==> config.mk <==
export PLATFORM = sky130hd
export DESIGN_NAME = imm_encoder
export DESIGN_NICKNAME = d
export VERILOG_FILES = /design/src/rtl/imm_encoder.sv
export SDC_FILE = /design/constraint.sdc
export NUM_CORES = 1
export LEC_CHECK = 0
export CORE_AREA = 5 5 98 100
export DETAILED_ROUTE_END_ITERATION = 6
export DIE_AREA = 0 0 103 105
export GPL_TIMING_DRIVEN = 0
export PLACE_DENSITY_LB_ADDON = 0.25
export SETUP_SLACK_MARGIN = 0.05
export SLEW_MARGIN = 5
export SYNTH_ARGS = -nofsm -noshare
export SYNTH_HDL_FRONTEND = slang
export SYNTH_SLANG_ARGS = --single-unit
==> constraint.sdc <==
create_clock -name clk_i -period 2.54 [get_ports clk_i]
set_input_delay 0.508 -clock clk_i [delete_from_list [all_inputs] [get_ports clk_i]]
set_output_delay 0.508 -clock clk_i [all_outputs]
set_load 0.02 [all_outputs]
==> src/rtl/imm_encoder.sv <==
// imm_encoder: packs RISC-V I/S/B instruction words from separate fields.
// Two-stage valid/ready pipeline. S1 captures the fields and the immediate
// range check. S2 holds the packed word and the error flag until the
// downstream side accepts it.
module imm_encoder (
  input  logic        clk_i,
  input  logic        rst_i,
  input  logic        valid_i,
  output logic        ready_o,
  input  logic [1:0]  fmt_i,
  input  logic [6:0]  opcode_i,
  input  logic [2:0]  funct3_i,
  input  logic [4:0]  rd_i,
  input  logic [4:0]  rs1_i,
  input  logic [4:0]  rs2_i,
  input  logic [31:0] imm_i,
  output logic        valid_o,
  input  logic        ready_i,
  output logic [31:0] instr_o,
  output logic        err_o,
  output logic [15:0] enc_cnt_o,
  output logic [7:0]  err_cnt_o
);

  localparam logic [31:0] NOP_INSTR = 32'h0000_0013;
  localparam logic [1:0]  FMT_I     = 2'd0;
  localparam logic [1:0]  FMT_S     = 2'd1;
  localparam logic [1:0]  FMT_B     = 2'd2;

  // Stage 1 state. Only imm[12:0] is kept because the range check has
  // already consumed the upper bits.
  logic        s1_valid_q,  s1_valid_d;
  logic [1:0]  s1_fmt_q,    s1_fmt_d;
  logic [6:0]  s1_opcode_q, s1_opcode_d;
  logic [2:0]  s1_funct3_q, s1_funct3_d;
  logic [4:0]  s1_rd_q,     s1_rd_d;
  logic [4:0]  s1_rs1_q,    s1_rs1_d;
  logic [4:0]  s1_rs2_q,    s1_rs2_d;
  logic [12:0] s1_imm_q,    s1_imm_d;
  logic        s1_err_q,    s1_err_d;

  // Stage 2 state and counters.
  logic        s2_valid_q,  s2_valid_d;
  logic [31:0] s2_instr_q,  s2_instr_d;
  logic        s2_err_q,    s2_err_d;
  logic [15:0] enc_cnt_q,   enc_cnt_d;
  logic [7:0]  err_cnt_q,   err_cnt_d;

  logic        out_xfer;
  logic        s2_free;
  logic        s1_adv;
  logic        in_xfer;
  logic        fits12;
  logic        fits13;
  logic        in_err;
  logic [31:0] pack_instr;

  // Handshake: S2 can take a new beat when it is empty or draining this cycle.
  always_comb begin
    out_xfer = s2_valid_q & ready_i;
    s2_free  = ~s2_valid_q | ready_i;
    s1_adv   = s1_valid_q & s2_free;
    ready_o  = (~s1_valid_q | s2_free) & rst_i;
    in_xfer  = valid_i & ready_o;
  end

  // Range check on the incoming immediate: the upper bits must be a sign extension.
  always_comb begin
    fits12 = (&imm_i[31:11]) | ~(|imm_i[31:11]);
    fits13 = (&imm_i[31:12]) | ~(|imm_i[31:12]);
    case (fmt_i)
      FMT_I, FMT_S: in_err = ~fits12;
      FMT_B:        in_err = ~fits13 | imm_i[0];
      default:      in_err = 1'b1;
    endcase
  end

  // S1 next state: load on an input transfer, hold while S2 is blocked.
  always_comb begin
    s1_valid_d  = in_xfer | (s1_valid_q & ~s2_free);
    s1_fmt_d    = s1_fmt_q;
    s1_opcode_d = s1_opcode_q;
    s1_funct3_d = s1_funct3_q;
    s1_rd_d     = s1_rd_q;
    s1_rs1_d    = s1_rs1_q;
    s1_rs2_d    = s1_rs2_q;
    s1_imm_d    = s1_imm_q;
    s1_err_d    = s1_err_q;
    if (in_xfer) begin
      s1_fmt_d    = fmt_i;
      s1_opcode_d = opcode_i;
      s1_funct3_d = funct3_i;
      s1_rd_d     = rd_i;
      s1_rs1_d    = rs1_i;
      s1_rs2_d    = rs2_i;
      s1_imm_d    = imm_i[12:0];
      s1_err_d    = in_err;
    end
  end

  // Instruction packing from the S1 fields; an error beat becomes a NOP.
  always_comb begin
    case (s1_fmt_q)
      FMT_I:   pack_instr = {s1_imm_q[11:0], s1_rs1_q, s1_funct3_q, s1_rd_q, s1_opcode_q};
      FMT_S:   pack_instr = {s1_imm_q[11:5], s1_rs2_q, s1_rs1_q, s1_funct3_q,
                             s1_imm_q[4:0], s1_opcode_q};
      FMT_B:   pack_instr = {s1_imm_q[12], s1_imm_q[10:5], s1_rs2_q, s1_rs1_q, s1_funct3_q,
                             s1_imm_q[4:1], s1_imm_q[11], s1_opcode_q};
      default: pack_instr = NOP_INSTR;
    endcase
    if (s1_err_q) begin
      pack_instr = NOP_INSTR;
    end
  end

  // S2 next state and delivery counters.
  always_comb begin
    s2_valid_d = s1_adv | (s2_valid_q & ~ready_i);
    s2_instr_d = s2_instr_q;
    s2_err_d   = s2_err_q;
    if (s1_adv) begin
      s2_instr_d = pack_instr;
      s2_err_d   = s1_err_q;
    end
    enc_cnt_d = enc_cnt_q;
    err_cnt_d = err_cnt_q;
    if (out_xfer && !s2_err_q) begin
      enc_cnt_d = enc_cnt_q + 16'd1;
    end
    if (out_xfer && s2_err_q && (err_cnt_q != 8'hFF)) begin
      err_cnt_d = err_cnt_q + 8'd1;
    end
  end

  // State registers with synchronous active-low reset.
  always_ff @(posedge clk_i) begin
    if (!rst_i) begin
      s1_valid_q  <= 1'b0;
      s1_fmt_q    <= 2'd0;
      s1_opcode_q <= 7'd0;
      s1_funct3_q <= 3'd0;
      s1_rd_q     <= 5'd0;
      s1_rs1_q    <= 5'd0;
      s1_rs2_q    <= 5'd0;
      s1_imm_q    <= 13'd0;
      s1_err_q    <= 1'b0;
      s2_valid_q  <= 1'b0;
      s2_instr_q  <= 32'd0;
      s2_err_q    <= 1'b0;
      enc_cnt_q   <= 16'd0;
      err_cnt_q   <= 8'd0;
    end else begin
      s1_valid_q  <= s1_valid_d;
      s1_fmt_q    <= s1_fmt_d;
      s1_opcode_q <= s1_opcode_d;
      s1_funct3_q <= s1_funct3_d;
      s1_rd_q     <= s1_rd_d;
      s1_rs1_q    <= s1_rs1_d;
      s1_rs2_q    <= s1_rs2_d;
      s1_imm_q    <= s1_imm_d;
      s1_err_q    <= s1_err_d;
      s2_valid_q  <= s2_valid_d;
      s2_instr_q  <= s2_instr_d;
      s2_err_q    <= s2_err_d;
      enc_cnt_q   <= enc_cnt_d;
      err_cnt_q   <= err_cnt_d;
    end
  end

  assign valid_o   = s2_valid_q;
  assign instr_o   = s2_instr_q;
  assign err_o     = s2_err_q;
  assign enc_cnt_o = enc_cnt_q;
  assign err_cnt_o = err_cnt_q;

endmodule

### Yosys cells after proc, flatten, opt, wreduce, memory -nomap -nowiden

Cells that the tools add are included.

* word-level logic and storage cells: 56
* register bits after elaboration: 100

* bitwise logic cells: 21
* multiplexer cells: 3
* equality and inequality tests: 5
* reduce and logical (&&, ||, !) cells: 11
* add/subtract/negate cells: 2

Operators by type and width (count)
* $pmux 32 s3: 1
* $mux 32: 1
* $reduce_and 21->1: 1
* $reduce_or 21->1: 1
* $reduce_and 20->1: 1
* $reduce_or 20->1: 1
* $add 16x1->16 const B: 1
* $add 8x1->8 const B: 1
* $ne 8x8->1 const B: 1
* $not 1->1: 8
* $or 1x1->1: 7
* $and 1x1->1: 6
* $eq 2x1->1 const B: 2
* $eq 2x2->1 const B: 2
* $logic_not 2->1: 2
* $logic_and 1x1->1: 3
* $pmux 1 s2: 1
* $reduce_or 2->1: 1
* $logic_not 1->1: 1

### Longest topological paths before layout

* depth in word-level cells: 6
* mapped depth: 7

### Worst setup path before layout

No wires, ideal clock.

* kind: input to output
* start point: input rst_i
* end point: output ready_o
* slack: 0.792 ns
* arrival: 1.240 ns
* required time: 2.032 ns
* cell stages on the path: 3
* cells stage by stage: clkbuf_1 -> clkbuf_1 -> and2_1

* longest elaborated chain between the ends: 1

RTL lines
* start: declaration: line 7 `input logic rst_i,`
* $and 1x1->1: line 63 `ready_o = (~s1_valid_q | s2_free) & rst_i;`
* end: declaration: line 9 `output logic ready_o,`

No other way between the ends.

### Final worst setup path

Same ends and word-level chain as after synthesis.

==> run metrics <==
status finished, final reports clean; vias in the first global route 3,712; total CTS buffers 9; Avg WL per Cell 14.95 um; Slew @ Worst Pin 703.7 ps; fin cells 721; post-CTS setup buffer count 0; Logic pwr share 0.119; clk sinks 100; Synth Area in Compound Gates 0.1487; Layout Utilization 0.6676; Pre-antenna DRT Iters 4; DP HPWL 8270 um; sw frac 0.2403; WL final 10,780 um; sequential area share after synthesis 0.4825; Clk pwr share 0.357; Power Total 3.214 mW; Startpoint Class input port; largest family of logic cells by synthesized area simple AND/OR/NAND/NOR gates; Worst Setup Slack, final 150.9 ps; synthesis-stage register bit count 100; synthesis-to-layout area growth 38.27%; Post-DP Area 5495 um^2; most frequent cells in the layout clkdlybuf4s50_1, dfxtp_1, nand2_1; simple-gate share of the synthesized area 0.2615; GRT Overall Usage 0.2012; Placer Congestion 0.8314; largest net degree at the start of global routing 17; critical path fanouts, max 10; WP data required 2030 ps; fin crit share 0.9406; critical path type in2out; pwr/cell area 560.2 nW/um^2; Post-Syn Area 4149 um^2; Setup TNS 0 ps; antenna violations before repair 0; Slew HR 0.5292; layout cells sized above 1 0.05710; area taken by multi-input logic gates 2001 um^2; post-route cell area 5737 um^2; Synth cell types 36; shortest period the worst path allows 2389 ps; power share of the sequential group 0.524; DR DRC count 0; Die Area 10,820 um^2; row cnt 34; Synth Area in XOR/XNOR 0.04433; # placed instances 705; syn_nets 541; H-tree depth 3; Worst Hold Class reg2reg; Post-Synth Adder-Cell Area 0.006031; pre-CTS setup slack -520.6 ps; Total Nets Final 673; Port Buffers 121; Int Power 2.441 mW; # diodes 0; clock skew 14.49 ps; leak pwr 2.034 nW; CTS tree built; FF+latch area 2002 um^2; Clk Latency, worst-skew pair 360 ps; Die Y 105 um; f_max 0.4186 GHz; clock buffer depth 2; drt initial violations 145; initial core utilization 0.4828; Critical Path AT 1880 ps; # IOs 122; Final Hold Violating Endpoints 0; CP endpoint kind primary output; NetSw 772.3 uW; Avg Cell Area, Syn 8.716 um^2; Routed Antenna Nets 0; hold slack 461.1 ps; Fill cells 718; drt via density 5.261; total gr overflow 0; post-synthesis mux area share 0.02171; Core Box Area 8593 um^2; CTS Root Cell clkbuf_8; Post-CTS Hold Buffers 0; unrepaired setup endpoints after global routing no; DR vias 3,793; Mapped Cells 476; commonest non-fill, non-tap cell in the layout clkdlybuf4s50_1; max-slew violations 0; Die W 103 um; global-route wire length before repair 17,660 um; quantity of gates resized following cts 4; MaxCap Viol Count 0; CTS clk-pin slew, worst paths 100 ps; final setup fails 0; Worst IR Drop VDD 282.3 uV; Synthesis Warnings 0
==> kinds of logic (layout without fill, tap and decap cells) <==
group           count (synthesis)  in the layout
compound gates                 98             98
xor+xnor                       21             21
fa+ha+maj                       2              2
buf+inv                        35            172
flops                         100            100
mux                             9              9
simple gates                  211            211
==> power by group through the flow <==
stage	sequential, mW	clock [mW]	combinational, mW
final	1.68	1.15	0.382
after global routing	1.69	1.23	0.418
after CTS	1.68	1.16	0.383
after detailed placement	1.72	0	0.381
after global placement	1.72	0	0.369
after floorplan	1.73	0	0.166
==> sequential cells by signal, summed over array words and instances (netlist names) <==
register     flops
enc_cnt_o       16
err_cnt_o        8
err_o            1
instr_o         32
s1_err_q         1
s1_fmt_q         2
s1_funct3_q      3
s1_imm_q        13
s1_opcode_q      7
s1_rd_q          5
s1_rs1_q         5
s1_rs2_q         5
s1_valid_q       1
valid_o          1
==> worst max-delay path: stages <==
cell,delay [ps]
clkdlybuf4s50_1,490
clkbuf_4,210
clkbuf_4,210
and2_1,140
dlygate4sd2_1,330
==> final cells by class <==
cell class	instances	area share
multi-input combinational	341	0.3487
inverter	4	0.002617
tap	108	0.02356
sequential	100	0.3490
clock buffer	11	0.02639
clock inverter	5	0.01461
buffer	31	0.02421
timing repair buffer	121	0.2109
==> synthesized netlist by cell type <==
library cell,count,share of area
a21boi_0,3,0.0054
a21boi_1,1,0.0018
a21oi_1,5,0.0060
a22oi_1,29,0.052
a41oi_4,1,0.0066
and2_1,21,0.032
and3_1,7,0.011
and3b_1,1,0.0021
and4_4,1,0.0027
and4bb_1,1,0.0030
buf_2,9,0.011
buf_4,1,0.0018
clkbuf_1,21,0.019
dfxtp_1,100,0.48
ha_1,2,0.0060
inv_1,4,0.0036
mux2i_1,9,0.022
nand2_1,96,0.087
nand2b_1,2,0.0030
nand3_1,9,0.011
nand3_2,1,0.0024
nand3_4,1,0.0042
nand3b_1,7,0.013
nand4_1,11,0.017
nor2_1,8,0.0072
nor2b_1,36,0.054
nor3_1,2,0.0024
nor3b_1,1,0.0018
nor4_1,5,0.0075
o21ai_0,46,0.055
o21ai_1,8,0.0097
o221a_2,3,0.0081
o22ai_1,2,0.0030
or3_1,1,0.0015
xnor2_1,15,0.032
xor2_1,6,0.013
==> worst paths after layout <==
check | endpoint | slack, ps | cells past startpoint | from
max | ready_o | 150 | 5 | rst_i
min | s1_rd_q[2] | 460 | 2 | s1_rd_q[2]
max reg2reg | err_cnt_o[5] | 880 | 5 | err_cnt_o[0]
min reg2reg | s1_rd_q[2] | 460 | 2 | s1_rd_q[2]
==> routing by layer <==
| layer | up-vias | routed length, um | GRT usage |
|---|---|---|---|
| li1 | 1891 | - | - |
| met1 | 1764 | 4593 | 0.2600 |
| met2 | 120 | 5343 | 0.3341 |
| met3 | 18 | 632 | 0.03664 |
| met4 | 0 | 207 | 0.06846 |
| met5 | - | 0 | 0 |
No activity file was read; power rests on OpenSTA's default activity.
